==> config.mk <==
export PLATFORM = sky130hd
export DESIGN_NAME = ordered_sets_decoder
export DESIGN_NICKNAME = d
export VERILOG_FILES = /design/src/rtl/aurora_pkg.sv /design/src/rtl/os_event_queue.sv /design/src/rtl/ordered_sets_decoder.sv
export SDC_FILE = /design/constraint.sdc
export NUM_CORES = 1
export LEC_CHECK = 0
export ABC_AREA = 1
export CORE_MARGIN = 2
export CORE_UTILIZATION = 57
export DETAILED_ROUTE_END_ITERATION = 10
export PLACE_DENSITY_LB_ADDON = 0.05
export SETUP_SLACK_MARGIN = 0.05
export SYNTH_ARGS = -nofsm -noshare
export SYNTH_HDL_FRONTEND = slang
export SYNTH_SLANG_ARGS = --single-unit
==> constraint.sdc <==
create_clock -name clk -period 2.9 [get_ports clk]
set_input_delay 0.58 -clock clk [delete_from_list [all_inputs] [get_ports clk]]
set_output_delay 0.58 -clock clk [all_outputs]
set_load 0.005 [all_outputs]
==> src/rtl/aurora_pkg.sv <==
// Shared Aurora definitions: 8b/10b character codes, ordered-set codes and
// the receive-side ordered-set decoder state encoding.
package aurora_pkg;

    localparam int INTERMEDIATE_DATA_SIZE = 8;
    localparam int SEQ_REPEAT             = 3;

    typedef logic [INTERMEDIATE_DATA_SIZE-1:0] char_t;

    localparam char_t K28_5 = 8'hBC;
    localparam char_t K28_2 = 8'h5C;
    localparam char_t K27_7 = 8'hFB;
    localparam char_t K29_7 = 8'hFD;
    localparam char_t K30_7 = 8'hFE;
    localparam char_t K28_4 = 8'h9C;
    localparam char_t K28_0 = 8'h1C;
    localparam char_t K28_3 = 8'h7C;
    localparam char_t K23_7 = 8'hF7;
    localparam char_t K28_6 = 8'hDC;
    localparam char_t D10_2 = 8'h4A;
    localparam char_t D12_1 = 8'h2C;
    localparam char_t D8_7  = 8'hE8;

    typedef enum logic [11:0] {
        OS_NONE = 12'h000,
        OS_P    = 12'h001,
        OS_SUF  = 12'h002,
        OS_R    = 12'h004,
        OS_A    = 12'h008,
        OS_SNF  = 12'h010,
        OS_K    = 12'h020,
        OS_SP   = 12'h040,
        OS_SPA  = 12'h080,
        OS_VER  = 12'h100,
        OS_SCP  = 12'h200,
        OS_ECP  = 12'h400,
        OS_CC   = 12'h800
    } ordered_sets_t;

    typedef enum logic [2:0] {
        ST_IDLE   = 3'd0,
        ST_GOT_BC = 3'd1,
        ST_GOT_5C = 3'd2,
        ST_GOT_FD = 3'd3,
        ST_GOT_F7 = 3'd4,
        ST_SEQ    = 3'd5
    } dec_state_t;

    // Data character that, after K28.5, opens a repeated SP/SPA/VER set.
    function automatic logic is_seq_char(input char_t c);
        return (c == D10_2) || (c == D12_1) || (c == D8_7);
    endfunction

    function automatic ordered_sets_t seq_set(input char_t c);
        case (c)
            D10_2:   return OS_SP;
            D12_1:   return OS_SPA;
            D8_7:    return OS_VER;
            default: return OS_NONE;
        endcase
    endfunction

endpackage

==> src/rtl/os_event_queue.sv <==
// Small in-order FIFO of ordered-set events feeding a registered output.
// Up to two pushes per cycle (push0 ahead of push1), one pop per cycle.
module os_event_queue
    import aurora_pkg::*;
#(
    parameter int QUEUE_DEPTH = 2
) (
    input  logic          clk,
    input  logic          rst,
    input  logic          i_push0,
    input  ordered_sets_t i_data0,
    input  logic          i_push1,
    input  ordered_sets_t i_data1,
    output ordered_sets_t o_data,
    output logic          o_valid
);

    localparam int CW = $clog2(QUEUE_DEPTH + 3);

    ordered_sets_t r_mem [QUEUE_DEPTH];
    logic [CW-1:0] r_count;
    ordered_sets_t r_out;
    logic          r_valid;

    ordered_sets_t w_all [QUEUE_DEPTH+2];
    logic [CW-1:0] w_push1_pos;
    logic [CW-1:0] w_total;

    // Stored entries first, then this cycle's pushes; slot 0 is what leaves
    // next, so an empty queue lets a push go straight to the output.
    always_comb begin
        w_push1_pos = r_count + {{(CW-1){1'b0}}, i_push0};
        w_total     = w_push1_pos + {{(CW-1){1'b0}}, i_push1};
        for (int i = 0; i < QUEUE_DEPTH + 2; i++) begin
            w_all[i] = OS_NONE;
            if (i_push0 && (CW'(i) == r_count))
                w_all[i] = i_data0;
            if (i_push1 && (CW'(i) == w_push1_pos))
                w_all[i] = i_data1;
        end
        for (int i = 0; i < QUEUE_DEPTH; i++) begin
            if (CW'(i) < r_count)
                w_all[i] = r_mem[i];
        end
    end

    always_ff @(posedge clk or posedge rst) begin
        if (rst) begin
            r_count <= '0;
            r_out   <= OS_NONE;
            r_valid <= 1'b0;
            for (int i = 0; i < QUEUE_DEPTH; i++)
                r_mem[i] <= OS_NONE;
        end else begin
            r_out   <= w_all[0];
            r_valid <= (w_total != '0);
            r_count <= (w_total != '0) ? w_total - 1'b1 : '0;
            for (int i = 0; i < QUEUE_DEPTH; i++)
                r_mem[i] <= w_all[i+1];
        end
    end

    a_no_overflow: assert property (@(posedge clk) disable iff (rst)
        w_total <= CW'(QUEUE_DEPTH + 1));

    assign o_data  = r_out;
    assign o_valid = r_valid;

endmodule

==> src/rtl/ordered_sets_decoder.sv <==
// Receive-side ordered-set recogniser: turns the decoded character stream
// into one-cycle ordered-set pulses plus a seq_error pulse on bad sequences.
module ordered_sets_decoder
    import aurora_pkg::*;
#(
    parameter int QUEUE_DEPTH = 2
) (
    input  logic                              clk,
    input  logic                              rst,
    input  logic [INTERMEDIATE_DATA_SIZE-1:0] data_in,
    input  logic                              is_k,
    input  logic                              data_valid,
    output ordered_sets_t                     ordered_sets,
    output logic                              ordered_sets_valid,
    output logic                              seq_error,
    output dec_state_t                        o_dbg_state
);

    dec_state_t    r_state;
    char_t         r_exp;
    logic [1:0]    r_cnt;
    logic          r_err;

    dec_state_t    w_next_state;
    char_t         w_next_exp;
    logic [1:0]    w_next_cnt;
    logic          w_flush_k;
    logic          w_push_set;
    ordered_sets_t w_new_set;
    logic          w_err;
    logic          w_reidle;

    always_ff @(posedge clk or posedge rst) begin
        if (rst) begin
            r_state <= ST_IDLE;
            r_exp   <= '0;
            r_cnt   <= '0;
            r_err   <= 1'b0;
        end else begin
            r_state <= w_next_state;
            r_exp   <= w_next_exp;
            r_cnt   <= w_next_cnt;
            r_err   <= w_err;
        end
    end

    // A byte that does not continue the pending set is handed to the IDLE
    // decode in the same cycle (w_reidle), so nothing is ever dropped.
    always_comb begin
        w_next_state = r_state;
        w_next_exp   = r_exp;
        w_next_cnt   = r_cnt;
        w_flush_k    = 1'b0;
        w_push_set   = 1'b0;
        w_new_set    = OS_NONE;
        w_err        = 1'b0;
        w_reidle     = 1'b0;
        if (data_valid) begin
            case (r_state)
                ST_GOT_BC: begin
                    if (!is_k && is_seq_char(data_in)) begin
                        w_next_state = ST_SEQ;
                        w_next_exp   = data_in;
                        w_next_cnt   = 2'(SEQ_REPEAT - 1);
                    end else begin
                        w_flush_k = 1'b1;
                        w_reidle  = 1'b1;
                    end
                end
                ST_SEQ: begin
                    if (!is_k && (data_in == r_exp)) begin
                        if (r_cnt == 2'd1) begin
                            w_push_set   = 1'b1;
                            w_new_set    = seq_set(r_exp);
                            w_next_state = ST_IDLE;
                        end else begin
                            w_next_cnt = r_cnt - 2'd1;
                        end
                    end else begin
                        w_err    = 1'b1;
                        w_reidle = 1'b1;
                    end
                end
                ST_GOT_5C: begin
                    if (is_k && (data_in == K27_7)) begin
                        w_push_set   = 1'b1;
                        w_new_set    = OS_SCP;
                        w_next_state = ST_IDLE;
                    end else begin
                        w_err    = 1'b1;
                        w_reidle = 1'b1;
                    end
                end
                ST_GOT_FD: begin
                    if (is_k && (data_in == K30_7)) begin
                        w_push_set   = 1'b1;
                        w_new_set    = OS_ECP;
                        w_next_state = ST_IDLE;
                    end else begin
                        w_err    = 1'b1;
                        w_reidle = 1'b1;
                    end
                end
                ST_GOT_F7: begin
                    if (is_k && (data_in == K23_7)) begin
                        w_push_set   = 1'b1;
                        w_new_set    = OS_CC;
                        w_next_state = ST_IDLE;
                    end else begin
                        w_err    = 1'b1;
                        w_reidle = 1'b1;
                    end
                end
                default: w_reidle = 1'b1;
            endcase

            if (w_reidle) begin
                w_next_state = ST_IDLE;
                if (is_k) begin
                    case (data_in)
                        K28_4: begin w_push_set = 1'b1; w_new_set = OS_P;   end
                        K28_0: begin w_push_set = 1'b1; w_new_set = OS_R;   end
                        K28_3: begin w_push_set = 1'b1; w_new_set = OS_A;   end
                        K28_6: begin w_push_set = 1'b1; w_new_set = OS_SNF; end
                        K28_5: w_next_state = ST_GOT_BC;
                        K28_2: w_next_state = ST_GOT_5C;
                        K29_7: w_next_state = ST_GOT_FD;
                        K23_7: w_next_state = ST_GOT_F7;
                        default: w_err = 1'b1;
                    endcase
                end
            end
        end
    end

    os_event_queue #(
        .QUEUE_DEPTH(QUEUE_DEPTH)
    ) u_queue (
        .clk     (clk),
        .rst     (rst),
        .i_push0 (w_flush_k),
        .i_data0 (OS_K),
        .i_push1 (w_push_set),
        .i_data1 (w_new_set),
        .o_data  (ordered_sets),
        .o_valid (ordered_sets_valid)
    );

    assign seq_error   = r_err;
    assign o_dbg_state = r_state;

endmodule

==> key figures, run 1 <==
Place
  – Worst-case setup slack after placement: -209 ps
  – Post-placement cell area: roughly 3400 µm²
  – Hpwl dp: ~5200 µm
  – Total instance count after detailed placement: about 500
  – Count of port buffers added during placement: 27
  – Final GP Congestion: around 0.93

Setup path
  – Data arrival time of the critical path: approximately 2900 ps
  – FF-to-FF Start: o_dbg_state[0]$_DFFE_PP0P_
  – Worst R2R Path Depth: 17
  – Class of the most critical setup path: input pin to flip-flop
  – Worst-path fanout max: 5
  – Crit end category: flip-flop
  – Kind of start point of the critical path: input pin
  – Worst path required time: around 3100 ps
  – Endpoint of the lowest-slack register-to-register path: u_queue.r_mem[23]$_DFF_PP0_
  – R2R Setup Slk: around 520 ps

Clock network
  – Number of clock sinks seen by CTS: 51
  – Clk_lat worst skew: approximately 300 ps
  – Clock slew at the register clock pins of the worst setup and hold paths: around 90 ps
  – Clock tree from TritonCTS: yes
  – Root buf cell: clkbuf_8
  – Post-CTS setup repair buffer count: 0
  – Maximum level of the CTS H-tree: 2
  – TritonCTS Buffers: 5
  – Clock buffer depth: 2

Yosys
  – Syn. warnings: 0
  – Largest cells by area after synthesis: dfrtp_1 45%, nand2_1 16%, nand3_1 6.3%
  – Post-synth top cells: 119 x nand2_1, 51 x dfrtp_1, 43 x inv_1
  – Syn avg cell area: around 7.4 µm²
  – Number of instances in the synthesized netlist: roughly 380
  – Post-synthesis cell type count: 32
  – Synth Register Bits: a little over 50
  – Number of synthesized flops with an enable pin: 0
  – Proportion of synthesized chip area in sequential cells: between 40% and 50%
  – Cell accounting for the most synthesized area: dfrtp_1
  – Summed instance area of the synthesized netlist: ~2900 µm²
  – Area share of the leading cell type in the synthesized netlist: roughly 45%
  – Share of synthesized flip-flops with an asynchronous set or reset: 100%
  – Syn Nets: ~400
  – Most instantiated library cell after synthesis: nand2_1
  – Post-synth top flop: dfrtp_1

Pwr
  – Sw Share: around 32%
  – Design Power: between 1500 and 2000 µW
  – Part of the total power dissipated in combinational logic: 28.8%
  – Net load switching power: 581 µW
  – Peak supply drop: around 0.40 mV
  – Clk network pwr share: between 20% and 30%
  – Register share of total power: 44.3%
  – Total power divided by cell area: around 500 nW/µm²
  – Static leakage: 0.00192 µW
  – Internal cell power: between 1000 and 1500 µW

Timing
  – Final clock skew: between 10 and 15 ps
  – Setup violation total in the final timing report: 0
  – Share of the clock period used by the worst path after layout: about 90%
  – Number of max-slew violations in the final report: 0
  – Unrepaired setup endpoints after global routing: no
  – Final hold violation count: 0
  – Shortest clock period the worst path allows after layout: about 2700 ps
  – Fmax: 373 MHz
  – Final WS setup: about 220 ps

Floorplan
  – Vertical die dimension: about 75 µm
  – Core region area: around 4800 µm²
  – Die area: around 5600 µm²
  – Die width: ~75 µm
  – Standard-cell row count: 25
  – Initial Utilization: about three fifths
  – Number of top-level pins: 29

GRT
  – First-pass GRT wire length: 11000 µm
  – Total global routing track utilization: between 20% and 30%
  – Number of antenna violations at the first check in global routing: 0
  – Via count of the first global-routing pass: roughly 2500
  – Pin count of the biggest net entering global routing: 31
  – Global-route congestion overflow total: 0

Route
  – Initial DRC count: approximately 160
  – Via-to-Cell Ratio: 5.18
  – Remaining number of nets flagged by the antenna check after routing: 0
  – Length of the first detailed-routing pass in iterations: 4
  – Wire per inst: 13.4 µm
  – Via Count: between 2000 and 3000
  – DRC: 0
  – Wirelength, routed: 6900 µm

Layout
  – Number of nets in the finished design: roughly 470
  – Diodes inserted: 0
  – Layout overhead on the synthesized area: 26.8%
  – Fillers: 362
  – Area of all placed cells without fillers: 3630 µm²
  – Share of cells above drive strength 1: about a fifth
  – Cell Count, Final, Fillers Out: 516
  – Share of the core filled with cells: 75.8%

Min path
  – Hold_sp: u_queue.r_mem[20]$_DFF_PP0_
  – Hold/Removal Path Class: flip-flop to flip-flop
  – Hold-critical path depth: 2
  – Endpoint of the worst hold-timing path: u_queue.o_data[8]$_DFF_PP0_

Flow run
  – Max-cap violations: 0

Outcome
  – Status: finished clean
layout make-up:
type | instances | area, µm² | area share (%)
inverter | 52 | 195 | 5.38
clock inverter | 2 | 37.5 | 1.03
clock buffer | 5 | 68.8 | 1.90
sequential | 51 | 1280 | 35.2
multi-input combinational | 275 | 1390 | 38.4
tap | 67 | 83.8 | 2.31
timing repair buffer | 64 | 573 | 15.8
kinds of logic (layout without fill, tap and decap cells):
family,after synthesis,count (layout),synth area share (%)
and+or+nand+nor,241,243,38.7
buffers and inverters,60,123,8.88
DFF,51,51,44.6
AOI/OAI and AO/OA,24,24,4.86
adders and majority gates,5,5,2.19
xor gates and xnor gates,2,2,0.613
other,1,1,0.131
layout by cell type (no fill, tap or decap), types with 2 or more instances in the layout:
cell type        instances
ha_1                     5
a21oi_2                  2
o21ai_1                  2
inv_2                   11
nand2_4                  2
dlymetal6s2s_1           5
nor2_4                   6
or2_2                    3
nand3_2                  2
nand2_2                  9
nor3_2                   6
nor3_1                   9
clkdlybuf4s50_1         22
dfrtp_1                 51
buf_4                   36
nor2_2                   9
nor4_1                   2
inv_1                   41
nor2_1                  36
o21a_1                   3
nand4_1                  7
nand3_1                 36
o21ai_0                 14
nand2_1                115
clkbuf_8                 5
worst max-delay path by stage:
stage                     from                      endpoint  slack [ps]  depth (start not counted)
CTS                 data_in[5]   u_queue.r_mem[21]$_DFF_PP0_          90                         17
detailed placement  data_in[5]   u_queue.r_mem[23]$_DFF_PP0_        -210                         17
global route        data_in[0]    u_queue.r_mem[8]$_DFF_PP0_          10                         15
finish              data_in[4]   u_queue.r_mem[11]$_DFF_PP0_         220                         15
global placement    data_in[5]  u_queue.r_count[1]$_DFF_PP0_         -80                         14
floorplan           data_in[1]   u_queue.r_mem[21]$_DFF_PP0_         410                         18
routing by layer:
layer,up-vias,share of wire (%),GRT usage [%]
met5,-,0,0
met4,0,1.7,8.73
met3,14,4.2,3.35
met2,67,53,47.5
met1,1259,41,30.9
li1,1334,-,-
critical path, cell delays in order:
cell,delay (ps)
clkdlybuf4s50_1,440
inv_2,80
nand2_1,80
nor2_2,130
nand2_1,50
nand3_1,110
nand2_2,80
nand2_2,70
inv_1,50
ha_1,170
ha_1,330
inv_1,100
nor3_2,270
nand2_1,220
nor2_2,150
power groups by stage:
stage / logic (µW) / clock network (µW) / registers [µW]
after floorplan: 309 / 0 / 805
after global placement: 477 / 0 / 806
after detailed placement: 489 / 0 / 808
after CTS: 496 / 490 / 795
after global routing: 580 / 520 / 801
final: 518 / 483 / 796
sequential cells by signal, indices dropped and copies added, names as in the netlist:
signal and cells:
seq_error 1, u_queue.o_valid 1, u_queue.r_mem 22, u_queue.o_data 11
o_dbg_state 3, r_cnt 2, u_queue.r_count 3, r_exp 8
timing repair:
| action | CTS | global route |
|---|---|---|
| hold buffers | 0 | 0 |
| endpoints found under the hold margin | 0 | 0 |
| gates resized for setup | 0 | 20 |
| endpoints found under the setup margin | 0 | 37 |
through the flow:
stage               hold WS (ps)  TNS, ps
floorplan                    425        0
global placement             427    -1230
detailed placement           434    -5440
CTS                          452        0
global route                 472        0
finish                       453        0
Power figures use the tool's default switching activity.
==> run 2, diff against run 1 <==
--- a/config.mk
+++ b/config.mk
@@ -6,7 +6,6 @@
 export NUM_CORES = 1
 export LEC_CHECK = 0
 export ABC_AREA = 1
-export CORE_MARGIN = 2
 export CORE_UTILIZATION = 57
 export DETAILED_ROUTE_END_ITERATION = 10
 export PLACE_DENSITY_LB_ADDON = 0.05
==> run 2 against run 1 <==
  * Clock skew fell by 5.0 ps
  * Routed wire length fell by 0.88%
  * Non-clock buffer count rose by 2
  * Flip-flop and latch count did not move
  * Cell count rose by 0.58%
  * Die area fell by 5.3%
  * Fmax fell by 2.7%
  * Total power rose by 1.7%
  * Largest power group unchanged
==> key figures, run 2 (synthesis results as in run 1) <==
Outcome
  – Status: finished clean (unchanged)

Layout
  – Layout overhead on the synthesized area: 27.3% (was 26.8%)
  – Top reg by flops: u_queue.r_mem (unchanged)
  – Fillers: 369 (was 362)
  – Number of nets in the finished design: 469 (was 466)
  – Share of cells above drive strength 1: 20.8% (was 21.4%)
  – Max reg flops: 22 (unchanged)
  – Most common cell after layout, fill and taps aside: nand2_1 (unchanged)
  – Diodes inserted: 0 (unchanged)
  – Most used cells in the layout excluding fill and tap cells: 119 x nand2_1, 51 x dfrtp_1, 40 x inv_1, 38 x nor2_1, 38 x buf_4 (was 115 x nand2_1, 51 x dfrtp_1, 41 x inv_1)

Place
  – Hpwl dp: 5080 µm (was 5210 µm)
  – Count of port buffers added during placement: 27 (unchanged)
  – Final GP Congestion: 0.949 (was 0.926)

Floorplan
  – Standard-cell row count: 25 (unchanged)
  – Vertical die dimension: 72.8 µm (was 74.8 µm)
  – Number of top-level pins: 29 (unchanged)
  – Core region area: 4790 µm² (unchanged)
  – Die width: 72.8 µm (was 74.8 µm)
  – Initial Utilization: 59.8% (unchanged)
  – Die area: 5300 µm² (was 5600 µm²)

Clock network
  – Clk_lat worst skew: 300 ps (about the same)
  – Root buf cell: clkbuf_8 (unchanged)
  – Clock tree from TritonCTS: yes (unchanged)
  – TritonCTS Buffers: 5 (unchanged)
  – Number of clock sinks seen by CTS: 51 (unchanged)
  – Clock buffer depth: 2 (unchanged)
  – # hold bufs at CTS: 0 (unchanged)
  – Clock slew at the register clock pins of the worst setup and hold paths: 90 ps (about the same)
  – Maximum level of the CTS H-tree: 2 (unchanged)

Route
  – Via-to-Cell Ratio: 5.14 (was 5.18)
  – Via Count: 2666 (was 2674)
  – Initial DRC count: 162 (unchanged)
  – DRC: 0 (unchanged)
  – Wirelength, routed: 6840 µm (was 6900 µm)
  – Length of the first detailed-routing pass in iterations: 4 (unchanged)
  – Wire per inst: 13.2 µm (was 13.4 µm)
  – Remaining number of nets flagged by the antenna check after routing: 0 (unchanged)

Timing
  – Number of max-slew violations in the final report: 0 (unchanged)
  – Fmax: 363 MHz (was 373 MHz)
  – Share of the clock period used by the worst path after layout: 94.9% (was 92.4%)
  – Setup violation total in the final timing report: 0 (unchanged)
  – Shortest clock period the worst path allows after layout: 2750 ps (was 2680 ps)
  – Worst Hold Slack: 454 ps (was 453 ps)
  – Final clock skew: 6.58 ps (was 11.6 ps)
  – Final hold violation count: 0 (unchanged)
  – Unrepaired setup endpoints after global routing: no (unchanged)

Setup path
  – Worst R2R Path Depth: 17 (unchanged)
  – Cell class contributing the biggest share of worst-path delay: simple AND/OR/NAND/NOR gates (unchanged)
  – Data arrival time of the critical path: 3000 ps (was 2920 ps)
  – Worst-path cell with the longest stage delay: clkdlybuf4s50_1 (unchanged)
  – Stages on worst setup path: 17 (was 15)
  – Most Frequent Cell on Critical Path: nand2_1 (unchanged)
  – Worst-path fanout max: 5 (unchanged)
  – Worst path required time: 3150 ps (was 3140 ps)
  – FF-to-FF Start: o_dbg_state[0]$_DFFE_PP0P_ (unchanged)
  – Class of the most critical setup path: input pin to flip-flop (unchanged)
  – Crit end category: flip-flop (unchanged)
  – Buf/Inv on CP: 3 (was 4)
  – Cells along the critical path: clkdlybuf4s50_1 > nand2_1 > nor2_1 > nand2_1 > nand3_1 > nand2_1 > nand2_1 > inv_1 > ha_4 > ha_1 > nand2_1 > nand2_4 > nor3_2 > inv_2 > nor2_2 > nand3_1 > nand2_1 (was clkdlybuf4s50_1 > inv_2 > nand2_1 > nor2_2 > nand2_1 > nand3_1 > nand2_2 > nand2_2 > inv_1 > ha_1 > ha_1 > inv_1 > nor3_2 > nand2_1 > nor2_2)
  – Kind of start point of the critical path: input pin (unchanged)
  – Start point of the critical path: data_in[5] (was data_in[4])
  – Delay of the slowest critical-path stage: 530 ps (was 440 ps)

Min path
  – Hold-critical path depth: 2 (unchanged)
  – Hold/Removal Path Class: flip-flop to flip-flop (unchanged)
  – Hold_sp: u_queue.r_mem[21]$_DFF_PP0_ (was u_queue.r_mem[20]$_DFF_PP0_)

Pwr
  – Static leakage: 0.00190 µW (was 0.00192 µW)
  – Total power divided by cell area: 502 nW/µm² (was 495 nW/µm²)
  – Design Power: 1830 µW (was 1800 µW)
  – Peak supply drop: 0.348 mV (was 0.404 mV)

GRT
  – Pin count of the biggest net entering global routing: 32 (was 31)
  – Number of antenna violations at the first check in global routing: 0 (unchanged)
  – Global-route congestion overflow total: 0 (unchanged)
  – Via count of the first global-routing pass: 2438 (was 2485)
  – Total global routing track utilization: 26.9% (was 25.8%)
  – First-pass GRT wire length: 10800 µm (was 11000 µm)

Flow run
  – Max-cap violations: 0 (unchanged)
==> run 2: layer usage <==
layer | up-vias | share of wire (%) | global-route usage (%)
met2 | 77 | 51 | 47.5
met1 | 1229 | 41 | 32.4
li1 | 1341 | - | -
met5 | - | 0 | 0
met4 | 0 | 3.1 | 11.1
met3 | 19 | 4.7 | 4.97
==> run 2: worst paths after layout <==
path	end	slack (ps)
min	u_queue.o_data[9]$_DFF_PP0_	450
max	u_queue.r_mem[18]$_DFF_PP0_	150
min in group asynchronous	u_queue.o_data[4]$_DFF_PP0_	590
min reg2reg	u_queue.o_data[9]$_DFF_PP0_	450
max reg2reg	u_queue.r_mem[18]$_DFF_PP0_	490
max in group asynchronous	u_queue.r_count[1]$_DFF_PP0_	1780
==> run 2: cell type report <==
type                            instances  area (µm²)  share of cell area (%)
Clock inverter                          2        37.5                    1.03
Sequential cell                        51        1280                    35.1
Timing Repair Buffer                   66         581                    16.0
Multi-Input combinational cell        276        1400                    38.4
Tap cell                               67        83.8                    2.30
Inverter                               52         195                    5.36
Clock buffer                            5        68.8                    1.89
==> run 2: timing repair <==
item | in CTS | in global routing
setup endpoints to repair | 0 | 34
resized for setup | 0 | 13
buffers inserted | 0 | 1
==> run 2: worst register-to-register path, cell delays in order (launching register included) <==
cell	delay (ps)
dfrtp_1	440
inv_2	60
nor2_1	110
inv_2	60
nor2_1	130
inv_1	60
nor2_1	110
nand2_1	90
inv_1	110
ha_4	140
ha_1	190
or2_2	170
nand2_4	80
nor3_2	140
inv_2	80
nor2_2	210
nand3_1	110
nand2_1	70
==> run 2: report_power, final <==
group          internal (µW)  switching [µW]  total [µW]
registers                760            36.9         797
clock network            252             236         488
logic                    223             320         543
==> run 2: per-stage QoR <==
stage                     setup slack [ps]  instance area, µm²  TNS (ps)  utilization, %  cells
after global routing                  24.3                3640         0            76.1    519
after detailed placement              -151                3450     -3190            72.2    508
after CTS                              140                3560         0            74.4    515
after global placement               -81.8                3450     -1070            72.2    508
final                                  147                3640         0            76.1    519
after floorplan                        408                2860         0               -    384
